`src/rtl/fetch_pkg.sv`:
```
// Shared constants, state encoding and PC helpers for the fetch stage.
// Used by fetch_unit and ifid_register. Optional halt feature: FETCH_HALT_EN.
package fetch_pkg;

    localparam logic [15:0] RESET_PC_DEFAULT = 16'h0000;
    localparam int unsigned PC_STEP_DEFAULT  = 2;
    localparam logic [15:0] HALT_WORD        = 16'h0000;

    typedef enum logic {
        ST_RUN  = 1'b0,
        ST_HALT = 1'b1
    } fetch_state_t;

    // Instructions are halfword aligned; bit 0 of any PC is dropped.
    function automatic logic [15:0] align_pc(input logic [15:0] a);
        return {a[15:1], 1'b0};
    endfunction

    // Sequential successor, wrapping modulo 2^16.
    function automatic logic [15:0] step_pc(
        input logic [15:0] a,
        input int unsigned s
    );
        logic [15:0] s16;
        s16 = s[15:0];
        return align_pc(a + s16);
    endfunction

endpackage

```
`src/rtl/ifid_register.sv`:
```
// IF/ID pipeline register: valid bit plus instruction, pc and pc+step.
// Ports: clk, rst_n, flush (clear valid), load (capture fetch_*), id_* outputs.
module ifid_register
    import fetch_pkg::*;
(
    input  logic        clk,
    input  logic        rst_n,
    input  logic        flush,
    input  logic        load,
    input  logic [15:0] fetch_instr,
    input  logic [15:0] fetch_pc,
    input  logic [15:0] fetch_pc_plus2,
    output logic        id_valid,
    output logic [15:0] id_instr,
    output logic [15:0] id_pc,
    output logic [15:0] id_pc_plus2
);

    // Flush beats load; with neither asserted the stage holds (stall).
    always_ff @(posedge clk or negedge rst_n) begin
        if (!rst_n) begin
            id_valid    <= 1'b0;
            id_instr    <= '0;
            id_pc       <= '0;
            id_pc_plus2 <= '0;
        end else if (flush) begin
            id_valid <= 1'b0;
        end else if (load) begin
            id_valid    <= 1'b1;
            id_instr    <= fetch_instr;
            id_pc       <= fetch_pc;
            id_pc_plus2 <= fetch_pc_plus2;
        end
    end

endmodule

```
`src/rtl/fetch_unit.sv`:
```
// Instruction fetch: PC register, next-PC select, redirect and optional halt.
// Ports: clk, rst_n, pc/instruction (imem), redirect_*, id_* handshake, halted.
// Build macro FETCH_HALT_EN enables halting on HALT_WORD.
module fetch_unit
    import fetch_pkg::*;
#(
    parameter logic [15:0] RESET_PC = RESET_PC_DEFAULT,
    parameter int unsigned PC_STEP  = PC_STEP_DEFAULT
) (
    input  logic        clk,
    input  logic        rst_n,
    output logic [15:0] pc,
    input  logic [15:0] instruction,
    input  logic        redirect_valid,
    input  logic [15:0] redirect_pc,
    input  logic        id_ready,
    output logic        id_valid,
    output logic [15:0] id_instr,
    output logic [15:0] id_pc,
    output logic [15:0] id_pc_plus2,
    output logic        halted
);

    logic [15:0] pc_seq;
    logic        run;
    logic        load;
    logic        halt_hit;
    logic        take;

    assign pc_seq = step_pc(pc, PC_STEP);

`ifdef FETCH_HALT_EN
    fetch_state_t state;

    assign run      = (state == ST_RUN);
    assign halt_hit = load && (instruction == HALT_WORD);

    // Redirect is the only way out of HALT.
    always_ff @(posedge clk or negedge rst_n) begin
        if (!rst_n) begin
            state  <= ST_RUN;
            halted <= 1'b0;
        end else if (redirect_valid) begin
            state  <= ST_RUN;
            halted <= 1'b0;
        end else if (halt_hit) begin
            state  <= ST_HALT;
            halted <= 1'b1;
        end
    end
`else
    assign run      = 1'b1;
    assign halt_hit = 1'b0;
    assign halted   = 1'b0;
`endif

    // Load when the ID slot is empty or being drained this edge.
    assign load = run && !redirect_valid && (!id_valid || id_ready);
    assign take = load && !halt_hit;

    always_ff @(posedge clk or negedge rst_n) begin
        if (!rst_n) begin
            pc <= align_pc(RESET_PC);
        end else if (redirect_valid) begin
            pc <= align_pc(redirect_pc);
        end else if (take) begin
            pc <= pc_seq;
        end
    end

    ifid_register u_ifid (
        .clk            (clk),
        .rst_n          (rst_n),
        .flush          (redirect_valid || halt_hit),
        .load           (take),
        .fetch_instr    (instruction),
        .fetch_pc       (pc),
        .fetch_pc_plus2 (pc_seq),
        .id_valid       (id_valid),
        .id_instr       (id_instr),
        .id_pc          (id_pc),
        .id_pc_plus2    (id_pc_plus2)
    );

endmodule

```
`config.mk`:
```
export PLATFORM = sky130hd
export DESIGN_NAME = fetch_unit
export DESIGN_NICKNAME = d
export VERILOG_FILES = /design/src/rtl/fetch_pkg.sv /design/src/rtl/ifid_register.sv /design/src/rtl/fetch_unit.sv
export SDC_FILE = /design/constraint.sdc
export NUM_CORES = 1
export LEC_CHECK = 0
export ABC_AREA = 1
export BUFFER_PORTS_ARGS = -buffer_cell sky130_fd_sc_hd__buf_2
export CORE_MARGIN = 1
export CORE_UTILIZATION = 53
export CTS_CLUSTER_SIZE = 24
export DETAILED_ROUTE_END_ITERATION = 10
export PLACE_DENSITY = 0.85
export SYNTH_ARGS = -nofsm -noshare
export SYNTH_HDL_FRONTEND = slang
export SYNTH_SLANG_ARGS = --single-unit
```
`constraint.sdc`:
```
create_clock -name clk -period 2.31 [get_ports clk]
set_input_delay 0.462 -clock clk [delete_from_list [all_inputs] [get_ports clk]]
set_output_delay 0.462 -clock clk [all_outputs]
set_load 0.01 [all_outputs]
```
* Yosys cells after proc, flatten, opt, wreduce, memory -nomap -nowiden
Cells that the tools add are included.
** Word-level totals
- Register bits after elaboration :: 64
- Input bits :: 36
- Output and inout port bits :: 66
- Logic and storage cells :: 17
** Operators by class
- Add/sub/neg operators :: 1
- Muxes and demuxes :: 4
- Bitwise operators :: 1
- Reduce and logical (&&, ||, !) cells :: 6
** Operator list (count)
- $mux 16 :: 2
- $add 16x2->16 const B :: 1
- $logic_not 1->1 :: 2
- $mux 1 :: 2
- $reduce_and 2->1 :: 1
- $reduce_bool 2->1 :: 1
- $logic_and 1x1->1 :: 1
- $logic_or 1x1->1 :: 1
- $not 1->1 :: 1

* Depth between registers and ports, before layout
- Depth in word-level cells :: 5
- Mapped depth :: 8
- Mapped depth without buffers :: 8

* Hierarchy
A second synthesis with hierarchy kept.
** Second synthesis, totals
- Cells, all modules :: 357
- Area total of the unflattened synthesis :: 3015.4 µm²
** By module, submodules not included
- ifid_register :: instances 1, cells an instance 212, area each 1918.1 µm², seq. area each 1226.2 µm²
- fetch_unit :: instances 1, cells an instance 145, area each 1097.3 µm², seq. area each 375.4 µm²

* Worst setup path after synthesis
No wires, ideal clock.
- Path type :: reg-to-reg
- From :: register pc[1]
- To :: register pc[11]
- Setup time :: 0.121 ns
- Arrival time :: 1.189 ns
- Required time :: 2.189 ns
- Setup slack :: 0.999 ns
- Stages on the path, launching flop included :: 9
- Path buffers :: 0
- Clock period less this slack :: 1.311 ns
- Cells stage by stage :: dfrtp_1 ha_1 nand2_1 nor2_4 nand2_2 nor2_1 nand2_1 nand3_2 nand2_1
** On the way
- Word-level cells in the longest chain between the ends :: 3
** Ends and longest elaborated chain
- start, declared :: RTL line fetch_unit.sv:12 : output logic [15:0] pc,
- start signal, assigned :: RTL line fetch_unit.sv:63 : pc <= align_pc(RESET_PC);
- start signal, assigned :: RTL line fetch_unit.sv:65 : pc <= align_pc(redirect_pc);
- start signal, assigned :: RTL line fetch_unit.sv:67 : pc <= pc_seq;
- $add 16x2->16 :: RTL line fetch_pkg.sv:26 : return align_pc(a + s16);
- $mux 16 :: RTL line fetch_unit.sv:66 : end else if (take) begin
- $mux 16 :: RTL line fetch_unit.sv:64 : end else if (redirect_valid) begin
No other way between the ends. The select of a mux whose other input is x is not followed.
A chain may end at the register's enable or synchronous reset.

* Worst setup path after layout
- From :: register pc[5]
- To :: output pc[5]
No word-level cell between the ends.

==> impl_metrics.py <==
metrics = {
    "power": {
        "p_int_w": 0.00200,
        "swShare": 0.298,
        "vdd_drop_max_v": 0.000617,
        "pwr-share-clk": 0.339,
        "p_per_area_mw_per_mm2": 826,
        "p_seq_frac": 0.472,
        "p_leak_nw": 1.92,
        "p_switching_w": 0.000850,
        "p_comb_frac": 0.189,
    },
    "timing": {
        "worst_pin_slew_ps": 681,
        "finalCritPeriodShare": 0.653,
        "setup_tns_ps": 0,
        "setup_viol": 0,
        "finalCriticalPeriod_ps": 1510,
        "fin_ws_ps": 801,
        "fmaxAchievable_ghz": 0.663,
        "finalHoldViolCount": 0,
        "drv_slew": 0,
        "rsz0062_at_grt": "false",
        "clock_skew_ps": 5.22,
        "maxSlewHeadroom": 0.546,
    },
    "cts": {
        "cts_made_buffers": 9,
        "clock_latency_ps": 340,
        "clock-sinks": 62,
        "clk_pin_slew_ps": 70,
        "cts_tree": "done",
        "cts_resized": 0,
        "hold_buffers": 0,
        "cts_setup_buffers": 0,
        "cts-root-buf": "clkbuf_8",
        "cts_max_level": 3,
        "cts_buffer_depth": 2,
    },
    "critical_path": {
        "cp_cell_sequence": "buf_2",
        "worst-path-buf-inv": 1,
        "cp-startpoint": "pc[5]",
        "criticalPathCategory": "reg2out",
        "crit_fanout": 7,
        "cp.required_ps": 1850,
        "rrSetupSlack_ps": 810,
        "worst_setup_path_end_kind": "output pin",
        "r2r_start": "u_ifid.id_valid",
        "crit_slowest_cell": "dfrtp_1",
        "worst_setup_path_start_kind": "flop",
        "critPathMaxStageDelay_ps": 520,
        "crit_arrival_ps": 1050,
        "crit_family": "flip-flops",
    },
    "synth": {
        "ys_seq_area_frac": 0.567,
        "ys_ff_latch": 62,
        "syn_avg_cell_area_sq_um": 8.85,
        "syn_area_sq_mm": 0.00274,
        "ys_types": 26,
        "yosys_warnings": 0,
        "syn_inst": 309,
    },
    "floorplanning": {
        "dieArea_sq_mm": 0.00545,
        "dieHeight_um": 73.8,
        "initial_core_util": 0.564,
        "coreArea_sq_mm": 0.00485,
        "die_x_um": 73.8,
        "boundaryPins": 102,
        "fp-row-count": 25,
    },
    "route": {
        "dr.pass1.iters": 4,
        "via_count": 2358,
        "drcViolationCount": 0,
        "antenna_left": 0,
        "wl_per_cell_um": 13.6,
        "via_per_inst": 4.91,
        "drt_iter0_markers": 161,
        "drt-total-wl_um": 6530,
    },
    "layout": {
        "seq_area_sq_mm": 0.00155,
        "multiInputGateArea_sq_mm": 0.00102,
        "syn_to_final_growth_pct": 26.1,
        "diodes": 0,
        "fillCellCount": 375,
        "drive_above_1_share": 0.332,
        "nets": 445,
    },
    "global_route": {
        "antenna_found_initial": 0,
        "track_usage": 0.258,
        "grt_pass1_vias": 2177,
        "grt_overflow": 0,
        "grt_max_degree": 39,
        "grt_pass1_wl_um": 10300,
    },
    "placed_design": {
        "dp_slack_ps": 499,
        "hpwl_um": 4530,
        "io_buffers": 96,
        "gp_congestion": 0.773,
    },
    "job": {
        "drv_cap": 0,
    },
    "status": {
        "status": "complete, no violations",
    },
    "worst_hold_path": {
        "hold_path_class": "in2async",
    },
}
[cell families (layout without fill, tap and decap cells)]
group,after synthesis,after routing,share of synthesized area
adders and majority gates,1,1,0.00457
DFF,62,62,0.567
and+or+nand+nor,179,179,0.283
buffers and inverters,32,133,0.0627
xor gates and xnor gates,4,4,0.0128
AOI/OAI and AO/OA,30,30,0.0682
other,1,4,0.00137
[area by class of cell]
| class | instances | share of cell area |
|---|---|---|
| flip-flops and latches | 62 | 0.450 |
| inverters | 16 | 0.0174 |
| clock buffers | 12 | 0.0450 |
| well taps | 67 | 0.0243 |
| multi-input cells | 218 | 0.297 |
| clock inverters | 4 | 0.0131 |
| repair buffers | 101 | 0.154 |
[metrics by stage]
stage	instances	utilization	hold WS, ps	power (W)	cell area, sq um
2_1_floorplan	312	-	166	0.00165	2750
3_3_place_gp	464	0.670	457	0.00188	3250
3_5_place_dp	464	0.670	460	0.00190	3250
4_1_cts	480	0.711	171	0.00287	3450
5_1_grt	480	0.711	192	0.00299	3450
6_report	480	0.711	155	0.00285	3450
[routing by layer]
| layer | vias up | global-route usage | part of all wire |
|---|---|---|---|
| met5 | - | 0 | 0 |
| met4 | 0 | 0.113 | 0.013 |
| met3 | 7 | 0.0782 | 0.060 |
| met2 | 85 | 0.394 | 0.49 |
| met1 | 1092 | 0.341 | 0.44 |
| li1 | 1174 | - | - |
[flip-flops by register name, summed over array words and instances, names as in the netlist]
name	count
u_ifid.id_valid	1
u_ifid.id_pc_plus2	15
u_ifid.id_pc	15
u_ifid.id_instr	16
pc	15
[worst paths after layout]
kind / endpoint / cells past startpoint
setup / recovery: pc[5] / 1
hold / removal: u_ifid.id_instr[6] / 1
setup reg to reg: pc[2] / 5
hold reg to reg: u_ifid.id_pc[6] / 2
max in group asynchronous: u_ifid.id_pc_plus2[2] / 2
min in group clk: u_ifid.id_instr[7] / 3
[power by group through the flow]
stage	combinational (W)	sequential [W]	clock, W
after floorplan	0.000229	0.00142	0
after global placement	0.000525	0.00136	0
after detailed placement	0.000542	0.00136	0
after CTS	0.000546	0.00134	0.000976
after global routing	0.000605	0.00136	0.00102
final	0.000538	0.00135	0.000964
[synthesized netlist by cell type, drive strengths merged]
| cell type | instances | area share |
|---|---|---|
| nand2 | 142 | 0.20 |
| dfrtp | 62 | 0.57 |
| inv | 16 | 0.022 |
| buf | 15 | 0.039 |
| nand3 | 15 | 0.031 |
| nor2 | 15 | 0.035 |
| o21ai | 14 | 0.026 |
| a22oi | 10 | 0.027 |
| nand4 | 5 | 0.011 |
| xor2 | 4 | 0.013 |
| a21oi | 3 | 0.0055 |
| o211ai | 2 | 0.0055 |
| clkbuf | 1 | 0.0014 |
| conb | 1 | 0.0014 |
| ha | 1 | 0.0046 |
| nand3b | 1 | 0.0027 |
| o21bai | 1 | 0.0041 |
| or2 | 1 | 0.0023 |
[cells in the final DEF, fill, tap and decap left out, types with 3 or more instances in the layout]
cell	instances
a21oi_1	3
a22oi_1	10
buf_2	96
buf_4	4
clkbuf_8	11
clkinv_2	3
conb_1	4
dfrtp_1	62
inv_1	13
inv_2	3
nand2_1	136
nand2_2	6
nand3_1	13
nand4_1	5
nor2_1	7
nor2_2	4
nor2_4	4
o21ai_0	11
o21ai_1	3
xor2_1	4
(Power assumes the default switching activity.)
